==> config.mk <==
export PLATFORM = sky130hd
export DESIGN_NAME = uart_tx_async_rst
export DESIGN_NICKNAME = d
export VERILOG_FILES = /design/src/rtl/uart_tx_async_rst.sv
export SDC_FILE = /design/constraint.sdc
export NUM_CORES = 1
export LEC_CHECK = 0
export ABC_AREA = 1
export CORE_ASPECT_RATIO = 1.2
export CORE_MARGIN = 2
export CORE_UTILIZATION = 40
export DETAILED_ROUTE_END_ITERATION = 16
export GPL_TIMING_DRIVEN = 0
export HOLD_SLACK_MARGIN = 0.12
export PLACE_DENSITY = 0.65
export SLEW_MARGIN = 25
export SYNTH_ARGS = -nofsm -noshare
export SYNTH_HDL_FRONTEND = slang
export SYNTH_SLANG_ARGS = --single-unit
==> constraint.sdc <==
create_clock -name clk -period 2.06 [get_ports clk]
set_clock_uncertainty 0.1 [all_clocks]
set_input_delay 0.412 -clock clk [delete_from_list [all_inputs] [get_ports clk]]
set_output_delay 0.412 -clock clk [all_outputs]
set_load 0.005 [all_outputs]
==> src/rtl/uart_tx_async_rst.sv <==
// UART-style transmitter: valid/ready word in, start + LSB-first data + optional
// even parity + stop bit(s) out on tx_serial. Async active-high reset throughout.
module uart_tx_async_rst #(
  parameter int DATA_W       = 8,
  parameter int CLKS_PER_BIT = 16,
  parameter int PARITY_EN    = 0,
  parameter int STOP_BITS    = 1
) (
  input  logic              clk,
  input  logic              async_reset,
  input  logic [DATA_W-1:0] tx_data,
  input  logic              tx_valid,
  output logic              tx_ready,
  output logic              tx_serial,
  output logic              tx_busy,
  output logic              tx_done
);

  if (DATA_W < 5 || DATA_W > 9) begin : g_bad_data_w
    $error("uart_tx_async_rst: DATA_W must be in 5..9");
  end
  if (CLKS_PER_BIT < 1) begin : g_bad_clks_per_bit
    $error("uart_tx_async_rst: CLKS_PER_BIT must be >= 1");
  end
  if (STOP_BITS < 1 || STOP_BITS > 2) begin : g_bad_stop_bits
    $error("uart_tx_async_rst: STOP_BITS must be 1 or 2");
  end

  localparam int CW = $clog2(CLKS_PER_BIT) + 1;
  localparam int BW = 4;
  localparam logic [CW-1:0] RELOAD = CW'(CLKS_PER_BIT - 1);

  typedef enum logic [2:0] {
    S_IDLE,
    S_START,
    S_DATA,
    S_PARITY,
    S_STOP
  } state_t;

  state_t            state_q, state_d;
  logic [CW-1:0]     cyc_q, cyc_d;
  logic [BW-1:0]     bit_q, bit_d;
  logic [DATA_W-1:0] shift_q, shift_d;
  logic              par_q, par_d;
  logic              serial_d, ready_d, busy_d, done_d;
  logic              bit_end;

  always_ff @(posedge clk or posedge async_reset) begin
    if (async_reset) begin
      state_q   <= S_IDLE;
      cyc_q     <= '0;
      bit_q     <= '0;
      shift_q   <= '0;
      par_q     <= 1'b0;
      tx_serial <= 1'b1;
      tx_ready  <= 1'b1;
      tx_busy   <= 1'b0;
      tx_done   <= 1'b0;
    end else begin
      state_q   <= state_d;
      cyc_q     <= cyc_d;
      bit_q     <= bit_d;
      shift_q   <= shift_d;
      par_q     <= par_d;
      tx_serial <= serial_d;
      tx_ready  <= ready_d;
      tx_busy   <= busy_d;
      tx_done   <= done_d;
    end
  end

  // Counter counts down to zero then reloads, so CLKS_PER_BIT=1 gives a one-cycle bit.
  assign bit_end = (cyc_q == '0);

  always_comb begin
    state_d = state_q;
    cyc_d   = cyc_q;
    bit_d   = bit_q;
    shift_d = shift_q;
    par_d   = par_q;
    done_d  = 1'b0;

    if (state_q != S_IDLE) begin
      cyc_d = bit_end ? RELOAD : cyc_q - CW'(1);
    end

    unique case (state_q)
      S_IDLE: begin
        if (tx_valid) begin
          shift_d = tx_data;
          par_d   = ^tx_data;
          cyc_d   = RELOAD;
          bit_d   = '0;
          state_d = S_START;
        end
      end
      S_START: begin
        if (bit_end) begin
          bit_d   = '0;
          state_d = S_DATA;
        end
      end
      S_DATA: begin
        if (bit_end) begin
          shift_d = shift_q >> 1;
          if (bit_q == BW'(DATA_W - 1)) begin
            bit_d   = '0;
            state_d = (PARITY_EN != 0) ? S_PARITY : S_STOP;
          end else begin
            bit_d = bit_q + BW'(1);
          end
        end
      end
      S_PARITY: begin
        if (bit_end) begin
          bit_d   = '0;
          state_d = S_STOP;
        end
      end
      S_STOP: begin
        if (bit_end) begin
          if (bit_q == BW'(STOP_BITS - 1)) begin
            bit_d   = '0;
            state_d = S_IDLE;
            done_d  = 1'b1;
          end else begin
            bit_d = bit_q + BW'(1);
          end
        end
      end
      default: state_d = S_IDLE;
    endcase
  end

  // Registered outputs are decoded from the next state so they align with it.
  always_comb begin
    serial_d = 1'b1;
    unique case (state_d)
      S_START:  serial_d = 1'b0;
      S_DATA:   serial_d = shift_d[0];
      S_PARITY: serial_d = par_d;
      default:  serial_d = 1'b1;
    endcase
    ready_d = (state_d == S_IDLE);
    busy_d  = (state_d != S_IDLE);
  end

endmodule

# Word level (Yosys, flattened, before mapping)
# Cells that the tools add are included.
[word_totals] register_bits=25 in_bits=11 out_inout_bits=4 word_cells=64
[classes] add_sub_neg=2 eq_ne=12 muxes=28 reduce_logical=12
[ops] operator="4-bit two-way mux" count=6
[ops] operator="3-bit two-way mux" count=7
[ops] operator="5-bit two-way mux" count=4
[ops] operator="8-bit two-way mux" count=2
[ops] operator="4-bit one-hot mux with 4 select lines" count=1
[ops] operator="8-bit one-hot mux with 2 select lines" count=1
[ops] operator="3-bit one-hot mux with 5 select lines" count=1
[ops] operator="3-bit by 2-bit equality test with 1-bit output, second input constant" count=4
[ops] operator="8-bit parity" count=1
[ops] operator="3-bit by 1-bit equality test with 1-bit output, second input constant" count=2
[ops] operator="3-bit logical NOT" count=2
[ops] operator="2-bit inequality test, second input constant" count=3
[ops] operator="3-bit nonzero test" count=2
[ops] operator="5-bit logical NOT" count=1
[ops] operator="1-bit two-way mux" count=5
[ops] operator="5-bit AND reduction" count=1
[ops] operator="5-bit by 1-bit subtractor with 5-bit output, second input constant" count=1
[ops] operator="4-bit by 1-bit adder with 4-bit output, second input constant" count=1
[ops] operator="4-bit by 3-bit equality test with 1-bit output, second input constant" count=1
[ops] operator="4-bit logical NOT" count=1
[ops] operator="4-bit nonzero test" count=1
[ops] operator="3-bit equality test, second input constant" count=1
[ops] operator="1-bit one-hot mux with 3 select lines" count=1
[ops] operator="3-bit AND reduction" count=1
[ops] operator="3 further kinds" count=3

# Longest topological paths before layout
# Gate-level depths: netlist (run 1).
[logic_depth] depth_word=6 ltp_mapped=13 ltp_nobuf=13

# Worst setup path before layout (run 1)
# No wires, ideal clock.
[synth_path] path_kind="reg2reg" start="register cyc_q[0]" end="register tx_busy" setup_time_ns=0.115 arrival_ns=1.341 required_time_ns=1.845 setup_slack_ns=0.504 stages_incl_launch_ff=14 path_buffers=0 synth_period_minus_slack_ns=1.556 path_cell_list="dfrtp_1 -> inv_1 -> ha_1 -> inv_1 -> nor2_2 -> nand2_4 -> clkinv_2 -> nand2_1 -> nand3_2 -> nand2_1 -> nor2_1 -> inv_1 -> nor2_2 -> inv_2"
[synth_between] elab_chain_cells=4 elab_cells_between_ends=7 classes_between="mux (5); reduce/logical (2)"
[synth_lines] element="start, declared" line="42" rtl="logic [CW-1:0] cyc_q, cyc_d;"
[synth_lines] element="start signal, assigned" line="62" rtl="cyc_q <= cyc_d;"
[synth_lines] element="5-bit logical NOT *" line="74" rtl="assign bit_end = (cyc_q == '0);"
[synth_lines] element="3-bit two-way mux (on tied branches)"
[synth_lines] element="3-bit one-hot mux with 5 select lines *" line="88" rtl="unique case (state_q)"
[synth_lines] element="named net state_d[1]" line="41" rtl="state_t state_q, state_d;"
[synth_lines] element="3-bit nonzero test *" line="146" rtl="busy_d = (state_d != S_IDLE);"
[synth_lines] element="named net busy_d" line="46" rtl="logic serial_d, ready_d, busy_d, done_d;"
[synth_lines] element="end signal, assigned" line="68" rtl="tx_busy <= busy_d;"
[synth_lines] element="end, declared" line="15" rtl="output logic tx_busy,"
# The timed path passes the listed nets; every way through them passes the cells marked *.
# A chain may end at the register's enable or synchronous reset.

# Worst setup path after layout (run 1)
[layout_path] start="register tx_serial" end="output tx_serial"
[layout_lines] element="start, declared" line="14" rtl="output logic tx_serial,"
[layout_lines] element="start signal, assigned" line="66" rtl="tx_serial <= serial_d;"
# No word-level cell between the ends.

==> out/metrics.yaml, run 1 <==
outcome:
  status: "finished, final reports clean"
clock_tree:
  post_cts_buffers: 0
  cts_tree: "done"
  cts_buffers: 3
  clockBufferDepth: 2
  clock-root-buffer: "clkbuf_8"
  cts.clk_slew.worst_paths_ns: 0.08
  ctsHtreeMaxLevel: 1
  clk_latency_ns: 0.26
  cts_hold_buf: 0
  clock-sinks: 25
  cts_resized: 0
die:
  core_mm2: 0.00360
  io_pins: 15
  dieArea_mm2: 0.00422
  start_util_pct: 41.3
  fp.dieH_um: 70.8
  die_w_um: 59.7
  placementRows: 24
placement:
  gp_congestion: 0.759
  port_buffers: 14
  post_dp_cell_area_mm2: 0.00168
  placed_cells: 247
  post-dp-hpwl_um: 2030
global_route:
  grt-ovfl-total: 0
  grtUsageTotal_pct: 13.7
  grt_pass1_wl_um: 4570
  grt_pass1_vias: 1093
  grt_max_degree: 26
  antenna_found_initial: 0
timing:
  fmax_mhz: 563
  rsz0062_at_grt: "false"
  setup_tns_ns: 0
  min_period_ns: 1.77
  tightest_slew_ns: 0.840
  final_max_slew_viol_count: 0
  finalHoldViolCount: 0
  holdWs_ns: 0.381
  post-route-period-util_pct: 86.2
  setup_viol: 0
  slew_headroom_pct: 43.7
synth:
  syn_nets: 209
  ys_seq_area_share_pct: 42.3
  avgSynthCellArea_um2: 7.66
  synth_seq_cells: 25
  synth_cell_type_count: 31
  synth_warnings: 0
  netlist_area_mm2: 0.00149
  synth_cells: 194
worst_setup_path:
  cp-startpoint: "tx_serial$_DFF_PP1_"
  critPathMaxStageDelay_ns: 0.52
  path_max_fanout: 1
  cp-start-kind: "flip-flop"
  path_cells: "clkdlybuf4s50_1"
  endpoint: "tx_serial"
  crit_family: "flip-flops"
  worst-path-buf-inv: 1
  cp_data_required_time_ns: 1.55
  critPathCaptureType: "output pin"
  reg2reg_to: "tx_busy$_DFF_PP0_"
  crit_type: "flip-flop to output pin"
  r2r_start: "cyc_q[0]$_DFF_PP0_"
  cp_slowest_cell: "dfstp_2"
  arrival_ns: 1.26
  reg2reg_setup_slack_ns: 0.35
  cp.depth: 1
  reg2reg_depth: 13
finish:
  syn_to_final_growth_pct: 15.8
  mostFrequentLayoutCells: "nand2_1, inv_1, dfrtp_1, clkdlybuf4s50_1, nand3_1"
  fin_area_mm2: 0.00172
  nNetsFinal: 228
  antenna_cells: 0
  drive_gt1_share_pct: 13.7
  final_common_cell: "nand2_1"
  stdcell_count: 251
routing:
  firstDrtPassIters: 4
  wl_per_cell_um: 10.3
  drc: 0
  avgViaCountPerCell: 4.76
  via_count: 1196
  ant_nets: 0
  drt_iter0_markers: 36
  wl_um: 2590
power:
  power_density_mw_per_mm2: 497
  p_total_uw: 856
  p_leak_nw: 0.863
  vdd_drop_max_v: 0.000400
worst_hold_path:
  hold_path.class: "flip-flop to flip-flop"
  worst_hold_path.num_cells: 2
flow_run:
  drv_cap: 0
-- stage by stage --
step           util [%]  setup WS (ns)
2_1_floorplan         -          0.504
3_3_place_gp       46.5          0.273
3_5_place_dp       46.5          0.258
4_1_cts            47.8          0.269
5_1_grt            47.8          0.191
6_report           47.8          0.285
-- per-layer routing --
layer / routed length (um) / GRT usage [%] / share of wire [%] / up-vias
met4: 30 / 4.44 / 1.2 / 0
met3: 81 / 1.10 / 3.1 / 4
li1: - / - / - / 644
met2: 1340 / 23.8 / 52 / 17
met1: 1140 / 17.7 / 44 / 531
met5: 0 / 0 / 0 / -
-- layout make-up --
class | instances | area (um^2)
Clock inverter | 1 | 5.00
Multi-Input combinational cell | 136 | 731
Fill cell | 350 | 1880
Sequential cell | 25 | 628
Clock buffer | 3 | 41.3
Timing Repair Buffer | 14 | 140
Tap cell | 39 | 48.8
Inverter | 33 | 128
-- flip-flops by register name, summed over array words and instances (netlist names) --
| signal | flops |
|---|---|
| shift_q | 8 |
| cyc_q | 5 |
| bit_q | 4 |
| state_q | 3 |
| par_q | 1 |
| tx_busy | 1 |
| tx_done | 1 |
| tx_ready | 1 |
| tx_serial | 1 |
-- power breakdown --
part	leakage (nW)	switching (mW)	internal, mW
Clock	0.0255	0.145	0.135
Combinational	0.547	0.0435	0.0334
Sequential	0.290	0.00216	0.497
-- cells by family (layout without fill, tap and decap cells) --
kind of cell,Yosys count,after routing,synth area share (%)
AND/OR/NAND/NOR,109,109,35.8
buffers and inverters,33,51,8.59
AO/OA/AOI/OAI,21,21,8.84
adder cells (fa/ha/maj),4,4,3.37
XOR/XNOR,2,2,1.18
flip-flops,25,25,42.3
-- synthesized netlist by cell type (all sizes together) --
master | number | area [um^2]
nand3b | 1 | 20.0
a21boi | 1 | 7.51
dfrtp | 23 | 576
dfstp | 2 | 52.6
a22oi | 3 | 22.5
o221ai | 3 | 26.3
nor4 | 1 | 6.26
xnor2 | 1 | 8.76
ha | 4 | 50.1
nand3 | 13 | 75.1
nand4 | 1 | 6.26
a31oi | 1 | 6.26
nand2 | 71 | 287
xor2 | 1 | 8.76
nor2 | 17 | 110
nor3 | 3 | 15.0
o21ai | 11 | 58.8
clkinv | 1 | 5.00
inv | 32 | 123
a21oi | 2 | 10.0
or2 | 2 | 12.5
-- how the worst min path moves through the flow --
| stage | startpoint | end | slack, ns |
|---|---|---|---|
| after floorplan | async_reset | bit_q[0]$_DFFE_PP0P_ | 0.34 |
| after global placement | shift_q[0]$_DFF_PP0_ | shift_q[0]$_DFF_PP0_ | 0.36 |
| after detailed placement | shift_q[0]$_DFF_PP0_ | shift_q[0]$_DFF_PP0_ | 0.37 |
| after CTS | shift_q[0]$_DFF_PP0_ | shift_q[0]$_DFF_PP0_ | 0.38 |
| after global routing | shift_q[0]$_DFF_PP0_ | shift_q[0]$_DFF_PP0_ | 0.41 |
| final | shift_q[0]$_DFF_PP0_ | shift_q[0]$_DFF_PP0_ | 0.38 |
Note: power is estimated with default switching activity, not from simulation.
==> run 2: changes to the inputs <==
--- a/config.mk
+++ b/config.mk
@@ -5,14 +5,13 @@
 export SDC_FILE = /design/constraint.sdc
 export NUM_CORES = 1
 export LEC_CHECK = 0
-export ABC_AREA = 1
 export CORE_ASPECT_RATIO = 1.2
 export CORE_MARGIN = 2
 export CORE_UTILIZATION = 40
 export DETAILED_ROUTE_END_ITERATION = 16
 export GPL_TIMING_DRIVEN = 0
 export HOLD_SLACK_MARGIN = 0.12
-export PLACE_DENSITY = 0.65
+export PLACE_DENSITY = 0.66
 export SLEW_MARGIN = 25
 export SYNTH_ARGS = -nofsm -noshare
 export SYNTH_HDL_FRONTEND = slang
==> run 2 against run 1 <==
  * Largest cell class unchanged
  * Final cell count is 21% lower
  * Cell area is 4.7% lower
  * Largest power group unchanged
  * Core utilization is 5.0 points higher
  * Critical endpoint is now tx_busy$_DFF_PP0_
==> out/metrics.yaml, run 2 <==
global_route:
  grtUsageTotal_pct: 15.4
  grt_max_degree: 26
  antenna_found_initial: 0
  grt_pass1_vias: 1026
  grt_pass1_wl_um: 4500
  grt-ovfl-total: 0
timing:
  slew_headroom_pct: 64.2
  setup_viol: 0
  fmax_mhz: 505
  setup_slack_ns: 0.0812
  final_max_slew_viol_count: 0
  post-route-period-util_pct: 96.1
  tightest_slew_ns: 0.533
  finalHoldViolCount: 0
  holdWs_ns: 0.324
  rsz0062_at_grt: "true"
  min_period_ns: 1.98
worst_setup_path:
  cp-start-kind: "flip-flop"
  cp_data_required_time_ns: 2.17
  reg2reg_depth: 8
  r2r_start: "cyc_q[1]$_DFF_PP0_"
  arrival_ns: 2.09
  path_max_fanout: 3
  critPathCaptureType: "flip-flop"
  crit_type: "flip-flop to flip-flop"
  reg2reg_setup_slack_ns: 0.08
  reg2reg_to: "tx_busy$_DFF_PP0_"
  endpoint: "tx_busy$_DFF_PP0_"
  cp-startpoint: "cyc_q[1]$_DFF_PP0_"
placement:
  post_dp_cell_area_mm2: 0.00151
  gp_congestion: 0.844
  post-dp-hpwl_um: 1900
  dp_slack_ns: -0.261
  port_buffers: 14
synth:
  netlist_area_mm2: 0.00132
  synth_cell_type_count: 33
  avgSynthCellArea_um2: 9.65
  synth.largest_area_cell: "dfrtp_1"
  synth-edff-count: 0
  syn_nets: 152
  synthArstFlopShare_pct: 100
  synth_area_leaders: "dfrtp_1, nand2_1, xnor2_1"
  synth_seq_cells: 25
  ys_seq_area_share_pct: 47.5
  synth_warnings: 0
  synth_cells: 137
  yosys-top-cells-count: "dfrtp_1, nand2_1, inv_1, o21ai_0"
  synth_ff_type: "dfrtp_1"
  synth.most_common_cell: "dfrtp_1"
  yosysTopAreaCellShare_pct: 43.5
power:
  clkPwrFrac_pct: 11.8
  power_density_mw_per_mm2: 1160
  vdd_drop_max_v: 0.000768
  netSwitchingFraction_pct: 38.8
  p_leak_nw: 0.703
  switching_power_uw: 740
  seq_power_share_pct: 44.1
  p_comb_share_pct: 44.1
  p_total_mw: 1.90
  internal-power_mw: 1.17
clock_tree:
  clock-root-buffer: "clkbuf_4"
  clockBufferDepth: 2
  clk_latency_ns: 0.32
  ctsHtreeMaxLevel: 1
  cts_tree: "done"
  cts.clk_slew.worst_paths_ns: 0.14
  clock-sinks: 25
  cts_buffers: 3
finish:
  finalCoreUtilization_pct: 52.7
  largest_reg_flops: 8
  final_common_cell: "dfrtp_1"
  mostFrequentLayoutCells: "dfrtp_1, nand2_1, clkdlybuf4s50_1, o21ai_0, buf_4"
  antenna_cells: 0
  fin_area_mm2: 0.00164
  top_regs: "shift_q: 8 flops, cyc_q: 5 flops, bit_q: 4 flops"
  syn_to_final_growth_pct: 24.0
  nNetsFinal: 178
  drive_gt1_share_pct: 19.1
  top_register: "shift_q"
routing:
  avgViaCountPerCell: 5.47
  ant_nets: 0
  wl_um: 2610
  drt_iter0_markers: 41
  wl_per_cell_um: 13.2
  via_count: 1084
  firstDrtPassIters: 4
  drc: 0
outcome:
  status: "finished, final reports clean"
die:
  dieArea_mm2: 0.00378
  io_pins: 15
  core_mm2: 0.00311
  start_util_pct: 42.5
  fp.dieH_um: 67.0
  placementRows: 22
  die_w_um: 56.5
worst_hold_path:
  hold_path.class: "primary input to async pin"
flow_run:
  drv_cap: 0
[run 2: critical path: stages, from the launching register on]
cell and delay [ns]:
dfrtp_1 0.43, inv_2 0.09, ha_4 0.14, nor4b_4 0.27, buf_4 0.20, o21ai_4 0.06
a21oi_2 0.18, inv_1 0.07, or3_1 0.32
[run 2: power by group through the flow]
stage / logic, mW / registers [mW] / clock network (mW)
6_report: 0.839 / 0.840 / 0.225
5_1_grt: 0.959 / 0.869 / 0.257
4_1_cts: 0.743 / 0.832 / 0.235
3_5_place_dp: 0.711 / 0.841 / 0
3_3_place_gp: 0.686 / 0.830 / 0
2_1_floorplan: 0.531 / 0.810 / 0
[run 2: layout make-up]
class                      count  area, um^2
inverter                       9        33.8
tap                           36        45.0
multi-input combinational     99         683
clock inverter                 1        7.51
fill                         288        1470
timing repair buffer          22         200
sequential                    25         628
buffer                         3        20.0
clock buffer                   3        22.5
[run 2: stage by stage]
stage | TNS, ns | std cells
2_1_floorplan | 0 | 137
3_3_place_gp | -0.692 | 187
3_5_place_dp | -0.962 | 187
4_1_cts | 0 | 194
5_1_grt | -0.0399 | 198
6_report | 0 | 198
[run 2: worst min-delay path by stage]
stage | start | endpoint | slack, ns | cells past startpoint
2_1_floorplan | async_reset | bit_q[0]$_DFFE_PP0P_ | 0.34 | 1
3_3_place_gp | shift_q[6]$_DFFE_PP0P_ | shift_q[6]$_DFFE_PP0P_ | 0.36 | 2
3_5_place_dp | shift_q[5]$_DFFE_PP0P_ | shift_q[5]$_DFFE_PP0P_ | 0.36 | 2
4_1_cts | shift_q[5]$_DFFE_PP0P_ | shift_q[5]$_DFFE_PP0P_ | 0.40 | 2
5_1_grt | async_reset | cyc_q[2]$_DFF_PP0_ | 0.38 | 2
6_report | async_reset | cyc_q[3]$_DFF_PP0_ | 0.32 | 2
[run 2: timing repair]
item / in CTS / in global routing
pin swaps: 1 / 1
endpoints found under the setup margin: 7 / 10
hold buffers: 0 / 0
resized for setup: 4 / 7
setup buffers: 3 / 5
[run 2: metal layers]
metal / GRT usage (%) / vias to the layer above / share of wire [%]
li1: - / 540 / -
met1: 17.1 / 523 / 45
met2: 27.8 / 14 / 50
met3: 2.14 / 7 / 2.4
met4: 8.93 / 0 / 2.4
met5: 0 / - / 0
[run 2: logic make-up (layout without fill, tap and decap cells)]
kind of cell             after synthesis  count (layout)  share of synthesized area [%]
AO/OA/AOI/OAI                         34              34                           16.3
XOR/XNOR                               7               7                           4.64
adder cells (fa/ha/maj)                4               4                           3.78
buffers and inverters                 13              38                           4.26
flip-flops                            25              25                           47.5
AND/OR/NAND/NOR                       54              54                           23.6
